[src/rtl/fpcvt_arb.sv]
// Four-way round-robin arbiter feeding a shared 13-bit linear to sign/exp/significand
// converter, with a single registered output stage and a saturating transfer counter.
module fpcvt_arb (
  input  logic        clk,
  input  logic        rst,
  input  logic [3:0]  req_valid,
  input  logic [51:0] req_data,
  output logic [3:0]  req_ready,
  output logic        out_valid,
  input  logic        out_ready,
  output logic [1:0]  out_id,
  output logic        out_s,
  output logic [2:0]  out_e,
  output logic [4:0]  out_f,
  output logic [15:0] conv_count
);

  typedef enum logic {ST_EMPTY = 1'b0, ST_FULL = 1'b1} state_t;

  state_t      state_q, state_d;
  logic [1:0]  ptr_q, ptr_d;
  logic [1:0]  out_id_q, out_id_d;
  logic        out_s_q, out_s_d;
  logic [2:0]  out_e_q, out_e_d;
  logic [4:0]  out_f_q, out_f_d;
  logic [15:0] cnt_q, cnt_d;

  logic        accept_s;
  logic        grant_s;
  logic        xfer_s;
  logic [7:0]  rot2_s;
  logic [1:0]  offset_s;
  logic [1:0]  gnt_idx_s;
  logic [12:0] sample_s;
  logic [8:0]  cvt_s;

  // Returns {sign, exponent[2:0], significand[4:0]}; rounds half-up on the bit below
  // the 5-bit window and saturates to the largest code when rounding overflows E=7.
  function automatic logic [8:0] fp_convert(input logic [12:0] d);
    logic [12:0] mag13;
    logic [11:0] mag;
    logic [3:0]  p;
    logic        found;
    logic [5:0]  sh;
    logic [2:0]  e;
    logic [4:0]  f;
    logic        rnd;
    logic [5:0]  f_inc;
    mag13 = d[12] ? (~d + 13'd1) : d;
    mag   = mag13[12] ? 12'hFFF : mag13[11:0];
    p     = 4'd0;
    found = 1'b0;
    for (int i = 11; i >= 5; i--) begin
      if (!found && mag[i]) begin
        p     = 4'(i);
        found = 1'b1;
      end
    end
    if (found) begin
      sh  = 6'(mag >> (p - 4'd5));
      f   = sh[5:1];
      rnd = sh[0];
      e   = 3'(p - 4'd4);
    end else begin
      sh  = 6'd0;
      f   = mag[4:0];
      rnd = 1'b0;
      e   = 3'd0;
    end
    f_inc = {1'b0, f} + {5'd0, rnd};
    if (f_inc[5]) begin
      if (e == 3'd7) begin
        f = 5'h1F;
      end else begin
        e = e + 3'd1;
        f = 5'h10;
      end
    end else begin
      f = f_inc[4:0];
    end
    return {d[12], e, f};
  endfunction

  assign out_valid  = (state_q == ST_FULL);
  assign out_id     = out_id_q;
  assign out_s      = out_s_q;
  assign out_e      = out_e_q;
  assign out_f      = out_f_q;
  assign conv_count = cnt_q;

  // Rotated priority search starting at ptr; nothing is granted during reset.
  always_comb begin
    accept_s = ~out_valid | out_ready;
    xfer_s   = out_valid & out_ready;
    rot2_s   = {req_valid, req_valid} >> ptr_q;
    if (rot2_s[0]) begin
      offset_s = 2'd0;
    end else if (rot2_s[1]) begin
      offset_s = 2'd1;
    end else if (rot2_s[2]) begin
      offset_s = 2'd2;
    end else begin
      offset_s = 2'd3;
    end
    gnt_idx_s = ptr_q + offset_s;
    grant_s   = accept_s & (|req_valid) & ~rst;
    if (grant_s) begin
      req_ready = 4'b0001 << gnt_idx_s;
    end else begin
      req_ready = 4'b0000;
    end
    case (gnt_idx_s)
      2'd0:    sample_s = req_data[12:0];
      2'd1:    sample_s = req_data[25:13];
      2'd2:    sample_s = req_data[38:26];
      2'd3:    sample_s = req_data[51:39];
      default: sample_s = req_data[12:0];
    endcase
    cvt_s = fp_convert(sample_s);
  end

  // Next-state for the EMPTY/FULL output stage, pointer and counter.
  always_comb begin
    state_d  = state_q;
    ptr_d    = ptr_q;
    out_id_d = out_id_q;
    out_s_d  = out_s_q;
    out_e_d  = out_e_q;
    out_f_d  = out_f_q;
    case (state_q)
      ST_EMPTY: state_d = grant_s ? ST_FULL : ST_EMPTY;
      ST_FULL:  state_d = (out_ready && !grant_s) ? ST_EMPTY : ST_FULL;
      default:  state_d = ST_EMPTY;
    endcase
    if (grant_s) begin
      ptr_d    = gnt_idx_s + 2'd1;
      out_id_d = gnt_idx_s;
      out_s_d  = cvt_s[8];
      out_e_d  = cvt_s[7:5];
      out_f_d  = cvt_s[4:0];
    end else begin
      ptr_d    = ptr_q;
    end
    if (xfer_s && (cnt_q != 16'hFFFF)) begin
      cnt_d = cnt_q + 16'd1;
    end else begin
      cnt_d = cnt_q;
    end
  end

  // All state registers, synchronously reset.
  always_ff @(posedge clk) begin
    if (rst) begin
      state_q  <= ST_EMPTY;
      ptr_q    <= 2'd0;
      out_id_q <= 2'd0;
      out_s_q  <= 1'b0;
      out_e_q  <= 3'd0;
      out_f_q  <= 5'd0;
      cnt_q    <= 16'd0;
    end else begin
      state_q  <= state_d;
      ptr_q    <= ptr_d;
      out_id_q <= out_id_d;
      out_s_q  <= out_s_d;
      out_e_q  <= out_e_d;
      out_f_q  <= out_f_d;
      cnt_q    <= cnt_d;
    end
  end

endmodule

[config.mk]
export PLATFORM = sky130hd
export DESIGN_NAME = fpcvt_arb
export DESIGN_NICKNAME = d
export VERILOG_FILES = /design/src/rtl/fpcvt_arb.sv
export SDC_FILE = /design/constraint.sdc
export NUM_CORES = 1
export LEC_CHECK = 0
export ABC_CLOCK_PERIOD_IN_PS = 8700
export CORE_MARGIN = 5
export CORE_UTILIZATION = 48
export CTS_CLUSTER_DIAMETER = 30
export DETAILED_ROUTE_END_ITERATION = 8
export PLACE_DENSITY = 0.86
export SYNTH_ARGS = -nofsm -noshare
export SYNTH_HDL_FRONTEND = slang
export SYNTH_SLANG_ARGS = --single-unit
[constraint.sdc]
create_clock -name clk -period 8.7 [get_ports clk]
set_input_delay 1.74 -clock clk [delete_from_list [all_inputs] [get_ports clk]]
set_output_delay 1.74 -clock clk [all_outputs]
set_load 0.02 [all_outputs]
==> results of run 1 <==
layer usage:
metal  part of all wire, %  GRT usage, %
met2                    50         40.67
met1                    41         27.39
met3                   6.1         4.174
met5                     0             0
met4                   2.6         8.312
cell families after synthesis:
family	synth area share, %
mux	6.155
fa+ha+maj	4.924
compound gates	28.77
simple gates	28.27
flops	19.70
xor+xnor	7.468
buf+inv	4.719
where the power goes:
part / internal [mW] / switching [mW] / total, mW
clock: 0.0851 / 0.0552 / 0.140
combinational: 0.617 / 0.918 / 1.53
sequential: 0.157 / 0.0128 / 0.170
total: 0.859 / 0.986 / 1.85
state kept, by name (all words and copies together) (netlist names):
| name | flops |
|---|---|
| out_id | 2 |
| out_s | 1 |
| conv_count | 16 |
| ptr_q | 2 |
| out_e | 3 |
| out_valid | 1 |
| out_f | 5 |
worst reg2reg max path, delay by kind of cell (launching register included):
kind,cells,cell delay (ns)
fa+ha+maj,5,1.18
simple gates,8,1.00
buf+inv,4,0.56
flops,1,0.56
xor+xnor,2,0.41
compound gates,14,2.91
worst max path at each step:
| stage | startpoint | endpoint | slack, ns |
|---|---|---|---|
| after floorplan | req_valid[1] | out_e[1]$_SDFFE_PP0P_ | 0.88 |
| after global placement | req_valid[0] | out_f[0]$_SDFFE_PP0P_ | 0.31 |
| after detailed placement | req_valid[0] | out_f[0]$_SDFFE_PP0P_ | 0.03 |
| after CTS | req_valid[0] | out_e[1]$_SDFFE_PP0P_ | 0.33 |
| after global routing | req_valid[0] | out_e[1]$_SDFFE_PP0P_ | 0.01 |
| final | req_valid[0] | out_e[2]$_SDFFE_PP0P_ | 0.55 |
repair_timing:
action | in CTS | in global routing
gates resized for setup | 0 | 9
setup buffers | 0 | 2
setup endpoints to repair | 0 | 8
cells in the mapped netlist (all sizes together) (4+ instances only):
cell type	n	share of area, %
xnor2	9	2.6
inv	19	2.3
nor3	17	3.7
and2	8	1.6
nor2b	13	2.7
a222oi	7	2.3
a21o	4	0.98
a21oi	33	5.5
mux2i	15	5.0
nor2	38	4.8
nand3	16	2.6
dfxtp	30	20
ha	12	4.9
buf	9	1.6
clkbuf	5	0.62
a31oi	5	1.0
and3	11	2.4
xor2	17	4.9
nand2	36	4.5
nor4	6	2.6
o21ai	19	3.1
a22oi	7	1.7
o31ai	4	1.3
area by class of cell:
class | count | area (um^2) | area share, %
Inverter | 20 | 75.07 | 1.765
Tap cell | 77 | 96.34 | 2.265
Multi-Input combinational cell | 328 | 2346 | 55.16
Timing Repair Buffer | 106 | 1021 | 24.01
Clock buffer | 5 | 68.82 | 1.618
Sequential cell | 30 | 600.6 | 14.12
Clock inverter | 3 | 45.04 | 1.059
metrics by stage:
stage	setup WS, ns	hold slack (ns)	area [um^2]
2_1_floorplan	0.8842	0.5138	3049
3_3_place_gp	0.3113	0.4561	4083
3_5_place_dp	0.02828	0.4604	4083
4_1_cts	0.3263	0.4661	4197
5_1_grt	0.009708	0.4897	4253
6_report	0.5507	0.4627	4253
cell usage in the layout (no fill, tap or decap), types with 8 or more instances in the layout:
cell type	instances
sky130_fd_sc_hd__nor2_1	37
sky130_fd_sc_hd__xnor2_1	8
sky130_fd_sc_hd__nand3_1	15
sky130_fd_sc_hd__inv_1	19
sky130_fd_sc_hd__nor3_1	13
sky130_fd_sc_hd__mux2i_1	14
sky130_fd_sc_hd__nor2b_1	13
sky130_fd_sc_hd__o21ai_0	18
sky130_fd_sc_hd__nand2_1	35
sky130_fd_sc_hd__ha_1	12
sky130_fd_sc_hd__clkdlybuf4s50_1	90
sky130_fd_sc_hd__dfxtp_1	30
sky130_fd_sc_hd__and3_1	10
sky130_fd_sc_hd__xor2_1	17
sky130_fd_sc_hd__a21oi_1	31
sky130_fd_sc_hd__buf_4	16
==> flow_metrics.py, run 1 <==
metrics = {
    "routing": {
        "detailedRoute.firstIterationViolations": 212,
        "drt.antenna.violating_nets": 0,
        "vias": 3456,
        "post-route-drc-count": 0,
        "routed_wl_um": 9642,
        "routedWlPerCell_um": 16.95,
        "drt_pass1_iterations": 5,
        "routed_via_density": 6.074,
    },
    "placement": {
        "numPortBuffers": 90,
        "gp_congestion": 0.9676,
        "dpl.hpwl_um": 7510,
        "dp_cells": 559,
    },
    "floorplanning": {
        "initial_utilization_pct": 48.57,
        "die_height_um": 89.70,
        "die_width_um": 89.70,
        "placement_rows": 29,
        "die_area_mm2": 0.008046,
        "coreArea_mm2": 0.006277,
        "top_level_ports": 91,
    },
    "timing": {
        "final_period_minus_worst_setup_slack_ns": 8.149,
        "report.final.hold_viol_count": 0,
        "final-setup-viol-count": 0,
        "finalCritPeriodShare_pct": 93.67,
        "unrepaired_setup_endpoints_after_global_routing": "false",
        "max_slew_margin_pct": 47.07,
        "setup_clock_skew_after_layout_ns": 0.008975,
        "report.final.slew_viol_count": 0,
        "maxClockFrequency_mhz": 122.7,
        "setup_total_negative_slack_ns": 0,
        "max_slew.worst_pin.slew_ns": 0.7915,
    },
    "synthesis": {
        "synth-edff-count": 0,
        "mappedNetlistNets": 463,
        "ys_seq_elements": 30,
        "netlist_area_mm2": 0.003049,
        "syn-mean-instance-area_um2": 7.779,
        "yosys_most_used_dff": "sky130_fd_sc_hd__dfxtp_1",
        "synth_seq_area_share_pct": 19.70,
        "synthesis_warning_total": 0,
        "post_synth_arst_share_pct": 0,
        "synthDistinctLibCells": 71,
        "synthesis.instances": 392,
    },
    "critical_path": {
        "reg2reg_to": "out_e[2]$_SDFFE_PP0P_",
        "crit_path_top_delay_cell": "sky130_fd_sc_hd__clkdlybuf4s50_1",
        "cp_num_buf_inv": 5,
        "r2r_cells": 33,
        "r2r_start": "ptr_q[0]$_SDFFE_PP0P_",
        "crit_top_cell": "sky130_fd_sc_hd__ha_1",
        "timing.critical_path.from_type": "input pin",
        "timing.critical_path.max_delay_family": "compound AO/OA/AOI/OAI gates",
        "critical_path_class": "in -> reg",
        "timing.critical_path.to_type": "flop",
        "path_max_fanout": 14,
        "cp.required_ns": 8.91,
        "critical_path_depth": 34,
        "cp.arrival_ns": 8.36,
        "r2r_setup_slack_ns": 1.99,
        "max_stage_delay_ns": 0.58,
    },
    "layout": {
        "final_core_utilization_pct": 67.75,
        "antenna_cells_inserted": 0,
        "final_cell_count_no_fill": 569,
        "layout-drive-gt1-share_pct": 11.59,
        "syn_to_final_growth_pct": 39.47,
        "layout.nets": 562,
        "fillerInstances": 525,
    },
    "run": {
        "max_cap_violations": 0,
    },
    "grt": {
        "groute.usage.overall_pct": 22.96,
        "grt_pass1_wl_um": 16050,
        "first_global_vias": 3378,
        "grt_overflow_total": 0,
        "grt_max_degree": 24,
        "grt_antenna_before_repair": 0,
    },
    "clocking": {
        "clock_tree.htree_level_count": 2,
        "ctsLongestPathBuffers": 2,
        "root_buffer": "sky130_fd_sc_hd__clkbuf_8",
        "cts_hold_buffers": 0,
        "cts_sinks": 30,
        "worst_skew_pair.late_latency_ns": 0.29,
        "numCtsBuffers": 5,
        "clock_tree_from_tritoncts": "built",
        "cts.reportedPaths.clkPinSlew_ns": 0.07,
    },
    "pwr": {
        "fin_total_pwr_mw": 1.845,
        "vdd_ir_drop_max_mv": 0.3117,
        "leakagePower_nw": 1.642,
        "power_density_mw_per_mm2": 433.9,
    },
    "hold_path": {
        "worstHoldEndpoint": "out_f[3]$_SDFFE_PP0P_",
        "holdPathStages": 2,
        "worst_hold_startpoint": "out_f[3]$_SDFFE_PP0P_",
        "hold_class": "reg -> reg",
    },
    "outcome": {
        "status": "complete, no violations",
    },
}
Power figures use the tool's default switching activity.
==> run 2, diff against run 1 <==
- CORE_ASPECT_RATIO: unset -> 0.6
==> flow_metrics.py, run 2 (synthesis results as in run 1) <==
metrics = {
    "critical_path": {
        "cp.required_ns": 8.90,
        "r2r_start": "ptr_q[0]$_SDFFE_PP0P_",
        "critical_path_class": "in -> reg",
        "max_stage_delay_ns": 0.56,
        "crit_top_cell": "sky130_fd_sc_hd__ha_1",
        "timing.critical_path.from_type": "input pin",
        "crit_path_top_delay_cell": "sky130_fd_sc_hd__clkdlybuf4s50_1",
        "timing.critical_path.to_type": "flop",
        "worstSetupStartpoint": "req_valid[0]",
        "cp.arrival_ns": 8.51,
        "path_max_fanout": 14,
    },
    "clocking": {
        "cts.reportedPaths.clkPinSlew_ns": 0.06,
        "worst_skew_pair.late_latency_ns": 0.28,
        "root_buffer": "sky130_fd_sc_hd__clkbuf_8",
        "ctsLongestPathBuffers": 2,
        "clock_tree.htree_level_count": 2,
        "numCtsBuffers": 5,
        "cts_sinks": 30,
        "clock_tree_from_tritoncts": "built",
    },
    "grt": {
        "grt_overflow_total": 0,
        "first_global_vias": 3199,
        "grt_max_degree": 24,
        "grt_pass1_wl_um": 15900,
        "groute.usage.overall_pct": 23.74,
        "grt_antenna_before_repair": 0,
    },
    "timing": {
        "setup_total_negative_slack_ns": 0,
        "report.final.hold_viol_count": 0,
        "maxClockFrequency_mhz": 120.3,
        "max_slew.worst_pin.slew_ns": 1.052,
        "final-setup-viol-count": 0,
        "finalCritPeriodShare_pct": 95.52,
        "setup_clock_skew_after_layout_ns": 0.005178,
        "max_slew_margin_pct": 29.49,
        "hold_ws_ns": 0.4613,
        "report.final.slew_viol_count": 0,
        "final_period_minus_worst_setup_slack_ns": 8.310,
    },
    "layout": {
        "syn_to_final_growth_pct": 41.40,
        "final_cell_mix": "sky130_fd_sc_hd__clkdlybuf4s50_1, sky130_fd_sc_hd__nor2_1, sky130_fd_sc_hd__nand2_1",
        "antenna_cells_inserted": 0,
        "stdcell_area_mm2": 0.004312,
        "layout.nets": 570,
        "final_cell_count_no_fill": 583,
        "largest_register_ffs": 16,
        "layout-drive-gt1-share_pct": 13.43,
        "final_common_cell": "sky130_fd_sc_hd__clkdlybuf4s50_1",
    },
    "floorplanning": {
        "initial_utilization_pct": 49.67,
        "coreArea_mm2": 0.006138,
        "die_area_mm2": 0.008099,
        "die_height_um": 71.74,
        "placement_rows": 22,
        "die_width_um": 112.9,
        "top_level_ports": 91,
    },
    "pwr": {
        "power_density_mw_per_mm2": 450.4,
        "leakagePower_nw": 1.678,
        "vdd_ir_drop_max_mv": 0.2526,
        "fin_total_pwr_mw": 1.942,
    },
    "placement": {
        "gp_congestion": 1.006,
        "dp_cells": 568,
        "numPortBuffers": 90,
        "dpl.hpwl_um": 8054,
        "detailed_place.area_mm2": 0.004111,
    },
    "routing": {
        "drt_pass1_iterations": 5,
        "routed_via_density": 6.027,
        "routed_wl_um": 10260,
        "detailedRoute.firstIterationViolations": 307,
        "drt.antenna.violating_nets": 0,
        "vias": 3514,
        "routedWlPerCell_um": 17.59,
        "post-route-drc-count": 0,
    },
    "run": {
        "max_cap_violations": 0,
    },
    "hold_path": {
        "worst_hold_startpoint": "out_id[0]$_SDFFE_PP0P_",
        "hold_class": "reg -> reg",
    },
    "outcome": {
        "status": "complete, no violations",
    },
}
## run 2: cell count changes in the layout (fill, tap and decap cells not counted), moves of 2 or more
cell                         delta
sky130_fd_sc_hd__clkinvlp_4     -2
sky130_fd_sc_hd__a21oi_2        +2
sky130_fd_sc_hd__clkinv_2       +2
sky130_fd_sc_hd__buf_4          +7
sky130_fd_sc_hd__nor3_2         +2
sky130_fd_sc_hd__a21oi_1        -2
## run 2: path summary, 6_finish.rpt
path | depth (start not counted) | end | slack [ns]
worst max-delay path | 33 | out_e[0]$_SDFFE_PP0P_ | 0.39
worst min-delay path | 2 | out_id[0]$_SDFFE_PP0P_ | 0.46
worst max register to register | 32 | out_e[0]$_SDFFE_PP0P_ | 1.81
worst min register to register | 2 | out_id[0]$_SDFFE_PP0P_ | 0.46
## run 2: cell type report
| type | instances | area, um^2 |
|---|---|---|
| multi-input combinational | 328 | 2359 |
| fill | 474 | 1827 |
| timing repair buffer | 114 | 1094 |
| sequential | 30 | 600.6 |
| tap | 84 | 105.1 |
| inverter | 20 | 75.07 |
| clock buffer | 5 | 68.82 |
| clock inverter | 2 | 10.01 |
## run 2: power by group
| part | total, mW | switching, mW | internal [mW] |
|---|---|---|---|
| Sequential | 0.171 | 0.0136 | 0.158 |
| Combinational | 1.67 | 0.978 | 0.687 |
| Clock | 0.106 | 0.0520 | 0.0535 |
## run 2: timing repair
item	CTS	global route
setup buffers	0	8
gates resized for setup	0	9
setup endpoints to repair	0	8
hold buffers	0	0
## run 2: stage by stage
stage	utilization, %	setup slack [ns]
4_1_cts	68.26	0.1738
3_5_place_dp	66.98	-0.1035
6_report	70.24	0.3896
3_3_place_gp	66.98	0.2778
2_1_floorplan	-	0.8842
5_1_grt	70.24	-0.03707
## run 2: critical path: cells and delay by family
kind / cells / cell delay, ns
AO/OA/AOI/OAI: 11 / 2.20
XOR/XNOR: 1 / 0.22
adder cells (fa/ha/maj): 5 / 1.17
buffers and inverters: 7 / 1.40
multiplexers: 2 / 0.52
AND/OR/NAND/NOR: 7 / 1.27
## run 2: metal layers
layer / share of wire, % / track usage (%) / vias to the layer above
li1: - / - / 1668
met1: 46 / 34.39 / 1612
met2: 43 / 35.56 / 216
met3: 10 / 5.654 / 18
met4: 1.1 / 5.333 / 0
met5: 0 / 0 / -
